$ cat src/rtl/minmax_reduce.sv
// Frame-wise min/max reduction with per-frame mode, MAX_LEN truncation and a held result.
// Optional macro MINMAX_REDUCE_INDEX_EN adds out_index (position of the winning element).
module minmax_reduce #(
  parameter int WIDTH     = 32,
  parameter int MAX_LEN   = 256,
  parameter int IS_SIGNED = 0,
  parameter int IMPL_TYPE = 0,
  localparam int IDX_W    = $clog2(MAX_LEN)
) (
  input  logic             clk,
  input  logic             rst_n,
  input  logic             mode_max,
  input  logic             in_valid,
  output logic             in_ready,
  input  logic [WIDTH-1:0] in_data,
  input  logic             in_last,
  output logic             out_valid,
  input  logic             out_ready,
  output logic [WIDTH-1:0] out_data,
  output logic [IDX_W:0]   out_count,
`ifdef MINMAX_REDUCE_INDEX_EN
  output logic [IDX_W-1:0] out_index,
`endif
  output logic             out_trunc
);

  // state   | meaning
  // S_IDLE  | no element of the current frame yet
  // S_ACCUM | frame open, accumulating
  // S_DONE  | result held until the consumer accepts it
  typedef enum logic [1:0] {S_IDLE, S_ACCUM, S_DONE} state_t;

  localparam logic [IDX_W:0] MAX_CNT = (IDX_W+1)'(MAX_LEN);

  state_t           state_q, state_d;
  logic [WIDTH-1:0] acc_q, acc_d;
  logic [IDX_W:0]   count_q, count_d;
  logic             mode_q, mode_d;
  logic             trunc_q, trunc_d;
`ifdef MINMAX_REDUCE_INDEX_EN
  logic [IDX_W-1:0] index_q, index_d;
`endif

  logic           in_gt, in_lt;
  logic [IDX_W:0] count_inc;

  assign count_inc = count_q + 1'b1;

  // Both comparator styles give identical results; only the structure differs.
  generate
    if (IMPL_TYPE == 0) begin : g_rel
      if (IS_SIGNED != 0) begin : g_s
        assign in_gt = $signed(in_data) > $signed(acc_q);
        assign in_lt = $signed(in_data) < $signed(acc_q);
      end else begin : g_u
        assign in_gt = in_data > acc_q;
        assign in_lt = in_data < acc_q;
      end
    end else begin : g_sub
      // Flipping the sign bit maps two's complement order onto unsigned order.
      localparam logic [WIDTH-1:0] FLIP = (IS_SIGNED != 0) ? {1'b1, {(WIDTH-1){1'b0}}} : '0;
      logic [WIDTH-1:0] a_k, b_k;
      logic [WIDTH:0]   diff_ba, diff_ab;
      assign a_k     = in_data ^ FLIP;
      assign b_k     = acc_q ^ FLIP;
      assign diff_ba = {1'b0, b_k} - {1'b0, a_k};
      assign diff_ab = {1'b0, a_k} - {1'b0, b_k};
      assign in_gt   = diff_ba[WIDTH];
      assign in_lt   = diff_ab[WIDTH];
    end
  endgenerate

  always_ff @(posedge clk) begin
    if (!rst_n) begin
      state_q <= S_IDLE;
      acc_q   <= '0;
      count_q <= '0;
      mode_q  <= 1'b0;
      trunc_q <= 1'b0;
`ifdef MINMAX_REDUCE_INDEX_EN
      index_q <= '0;
`endif
    end else begin
      state_q <= state_d;
      acc_q   <= acc_d;
      count_q <= count_d;
      mode_q  <= mode_d;
      trunc_q <= trunc_d;
`ifdef MINMAX_REDUCE_INDEX_EN
      index_q <= index_d;
`endif
    end
  end

  always_comb begin
    state_d = state_q;
    acc_d   = acc_q;
    count_d = count_q;
    mode_d  = mode_q;
    trunc_d = trunc_q;
`ifdef MINMAX_REDUCE_INDEX_EN
    index_d = index_q;
`endif
    case (state_q)
      S_IDLE: begin
        if (in_valid) begin
          acc_d   = in_data;
          count_d = (IDX_W+1)'(1);
          mode_d  = mode_max;
          trunc_d = 1'b0;
`ifdef MINMAX_REDUCE_INDEX_EN
          index_d = '0;
`endif
          state_d = in_last ? S_DONE : S_ACCUM;
        end
      end
      S_ACCUM: begin
        if (in_valid) begin
          // Strict compare keeps the earliest element on ties.
          if (mode_q ? in_gt : in_lt) begin
            acc_d = in_data;
`ifdef MINMAX_REDUCE_INDEX_EN
            index_d = count_q[IDX_W-1:0];
`endif
          end
          count_d = count_inc;
          if (in_last || (count_inc == MAX_CNT)) begin
            state_d = S_DONE;
            trunc_d = !in_last;
          end
        end
      end
      S_DONE: begin
        if (out_ready) state_d = S_IDLE;
      end
      default: state_d = S_IDLE;
    endcase
  end

  always_comb begin
    in_ready  = (state_q != S_DONE);
    out_valid = (state_q == S_DONE);
    out_data  = acc_q;
    out_count = count_q;
    out_trunc = trunc_q;
`ifdef MINMAX_REDUCE_INDEX_EN
    out_index = index_q;
`endif
  end

endmodule

$ cat config.mk
export PLATFORM = sky130hd
export DESIGN_NAME = minmax_reduce
export DESIGN_NICKNAME = d
export VERILOG_FILES = /design/src/rtl/minmax_reduce.sv
export SDC_FILE = /design/constraint.sdc
export NUM_CORES = 1
export LEC_CHECK = 0
export ABC_AREA = 1
export ABC_CLOCK_PERIOD_IN_PS = 3700
export CAP_MARGIN = 5
export CORE_UTILIZATION = 54
export CTS_BUF_LIST = sky130_fd_sc_hd__clkbuf_8
export DETAILED_ROUTE_END_ITERATION = 7
export PLACE_DENSITY = 0.95
export REMOVE_ABC_BUFFERS = 1
export SLEW_MARGIN = 10
export SYNTH_ARGS = -nofsm -noshare
export SYNTH_HDL_FRONTEND = slang
export SYNTH_SLANG_ARGS = --single-unit
$ cat constraint.sdc
create_clock -name clk -period 3.7 [get_ports clk]
set_clock_uncertainty 0.1 [all_clocks]
set_input_delay 0.925 -clock clk [delete_from_list [all_inputs] [get_ports clk]]
set_output_delay 0.925 -clock clk [all_outputs]
set_load 0.02 [all_outputs]
==> flow_summary_export.csv <==
group,metric,value,unit
route,ant_nets,0,
timing,finalSetupViolations,0,
worst_setup_path,required,3.79,ns
worst_setup_path,cp-start-kind,"input pin",
run,maxCapViolCount,0,
power_and_ir_drop,power_frac_comb,0.339,
worst_setup_path,crit_slowest_cell,"clkdlybuf4s50_1",
cts,path_clk_slew,0.08,ns
yosys,synth_flop_cell,"dfxtp_1",
yosys,synth-seq-cells,45,
floorplanning,core,5240,um2
route,viasPerCell,5.10,
place,dpl.hpwl,5.45,mm
layout,area_delta_synth_final,30.8,%
timing,hold_violations,0,
timing,fmax,0.323,GHz
timing,period_share,0.836,
yosys,syn_inst,461,
cts,clock-sinks,45,
yosys,synth-edff-count,0,
power_and_ir_drop,p_total,1.30,mW
layout,final_cell_mix,"nand2_1, inv_1, clkdlybuf4s50_1",
worst_setup_path,cp_slowest_stage_delay,0.43,ns
timing,slew_headroom,0.556,
layout,final_util,0.748,
cts,cts_hold_buf,0,
route,routedWlPerCell,12.0,um
layout,n_antenna_cell,0,
power_and_ir_drop,cell_internal_pwr,0.871,mW
floorplanning,die_h,76.5,um
yosys,ys_types,25,
global_routing,antenna_found_initial,0,
cts,cts_buffer_depth,2,
floorplanning,start_util,0.572,
worst_setup_path,critPathMaxFanout,39,
worst_setup_path,critPathMostFrequentCell,"nand2_1",
power_and_ir_drop,p_leak,1.85,nW
global_routing,grt_first_pass_wirelength,12.4,mm
global_routing,grt_usage,0.257,
floorplanning,die_w,76.5,um
route,drt_iter0_markers,183,
yosys,synthArstFlopShare,0,
worst_setup_path,crit_path_end_kind,"flip-flop",
timing,worst_pin_slew,0.663,ns
power_and_ir_drop,power_switching,0.432,mW
yosys,synth_top_area_share,0.301,
timing,period_needed,3.09,ns
cts,cts_tree,"yes",
route,drcViolationCount,0,
worst_setup_path,critPathKind,"in -> reg",
place,numPortBuffers,81,
cts,clk_latency,0.29,ns
power_and_ir_drop,pwr-share-clk,0.233,
worst_setup_path,critPathArrivalTime,3.19,ns
global_routing,grt_start_max_net_pins,67,
cts,ctsResizeCount,0,
floorplanning,io_pins,82,
worst_setup_path,crit_buf_inv,2,
floorplanning,rows,26,
cts,cts_buffers,5,
yosys,syn_avg_cell_area,6.50,um2
timing,rsz0062_at_grt,"false",
route,wl,7.27,mm
floorplanning,die_area,5850,um2
global_routing,overflow,0,
cts,clock-root-buffer,"clkbuf_8",
layout,drive_above_1_share,0.0243,
route,num_vias,3092,
global_routing,grt_pass1_vias,2990,
layout,final_nets,608,
layout,final_area,3920,um2
cts,cts_setup_buffers,0,
timing,fin_hold_ws,0.402,ns
yosys,syn_area,3000,um2
worst_setup_path,crit_path_cell_trace,"clkdlybuf4s50_1, ha_1, nand2_1, nor2_1, nand2_1, nor2_1, nand2_1, nand2_1, nand2_1, nand3_4, buf_4, nand3_1, nand2_1, nor2_1",
yosys,yosysTopAreaCell,"dfxtp_1",
yosys,synth.yosys.seq_area_share,0.301,
power_and_ir_drop,peakVddDrop,0.257,mV
power_and_ir_drop,swShare,0.331,
yosys,yosysWarnings,0,
yosys,ys_top_cells_by_area,"dfxtp_1, ha_1, nand2_1",
outcome,status,"finished clean",
timing,slew_violations,0,
cts,htreeDepth,2,
route,detailedRoute.firstPassIterationCount,5,
power_and_ir_drop,power_density,332,nW/um2
min_path,worstHoldPathType,"reg -> reg",
layout,final_common_cell,"nand2_1",
worst_setup_path,cp_top_family,"simple AND/OR/NAND/NOR gates",
power_and_ir_drop,sequentialPowerShare,0.428,
place,globalplace.congestion,0.852,
place,placed_area,3830,um2
-- metal layers --
| metal | wire (um) | vias to the layer above | global-route usage |
|---|---|---|---|
| met5 | 0 | - | 0 |
| met4 | 72 | 0 | 0.0846 |
| met3 | 372 | 9 | 0.0515 |
| met2 | 3780 | 99 | 0.475 |
| met1 | 3040 | 1395 | 0.291 |
| li1 | - | 1589 | - |
-- metrics by stage --
step	std cells	setup TNS, ns	worst slack, ns
2_1_floorplan	444	-4.89	-0.655
3_5_place_dp	599	0	0.348
3_3_place_gp	599	0	0.421
6_report	606	0	0.606
4_1_cts	606	0	0.657
5_1_grt	606	0	0.366
-- power by group through the flow --
stage / Clock (mW) / Combinational [mW] / Sequential, mW
global route: 0.335 / 0.492 / 0.564
finish: 0.303 / 0.442 / 0.558
floorplan: 0 / 0.212 / 0.607
CTS: 0.308 / 0.442 / 0.557
global placement: 0 / 0.418 / 0.566
detailed placement: 0 / 0.439 / 0.568
-- layout make-up --
type,count,area [um2]
clock buffer,6,82.6
clock inverter,1,3.75
fill,386,1320
inverter,87,327
multi-input combinational,312,1680
sequential,45,901
tap,70,87.6
timing repair buffer,85,841
-- cell families (layout without fill, tap and decap cells) --
group	after synthesis	in the layout	share of synthesized area
buffers and inverters	104	179	0.142
DFF	45	45	0.301
xor gates and xnor gates	4	4	0.0117
and+or+nand+nor	205	205	0.285
adders and majority gates	34	34	0.142
AOI/OAI and AO/OA	69	69	0.119
-- sequential cells by signal (all words and copies together) (netlist names) --
signal,flops
mode_q,1
out_data,32
state_q,2
out_trunc,1
out_count,9
-- worst reg2reg max path, stage by stage (launching register included) --
cell     delay, ns
dfxtp_1       0.37
inv_1         0.06
ha_1          0.29
a21oi_1       0.18
o21a_1        0.15
nand2_1       0.05
a21oi_1       0.21
nand3_1       0.16
nand3_4       0.11
buf_4         0.35
nand3_1       0.16
nand2_1       0.10
nor2_1        0.04
-- worst paths after layout --
path           startpoint          end  slack [ns]  cells after the start
max           in_data[31]  out_data[4]        0.61                     14
min                mode_q       mode_q        0.40                      2
max reg2reg  out_data[23]  out_data[4]        1.28                     12
min reg2reg        mode_q       mode_q        0.40                      2
-- synth_stat cells (4+ instances only) --
cell / instances
nor2_1: 58
ha_1: 34
nand4_1: 4
clkbuf_1: 7
nand2_1: 102
nand3_1: 37
dfxtp_1: 45
a21oi_1: 59
o21ai_0: 5
inv_1: 85
(Power assumes the default switching activity.)
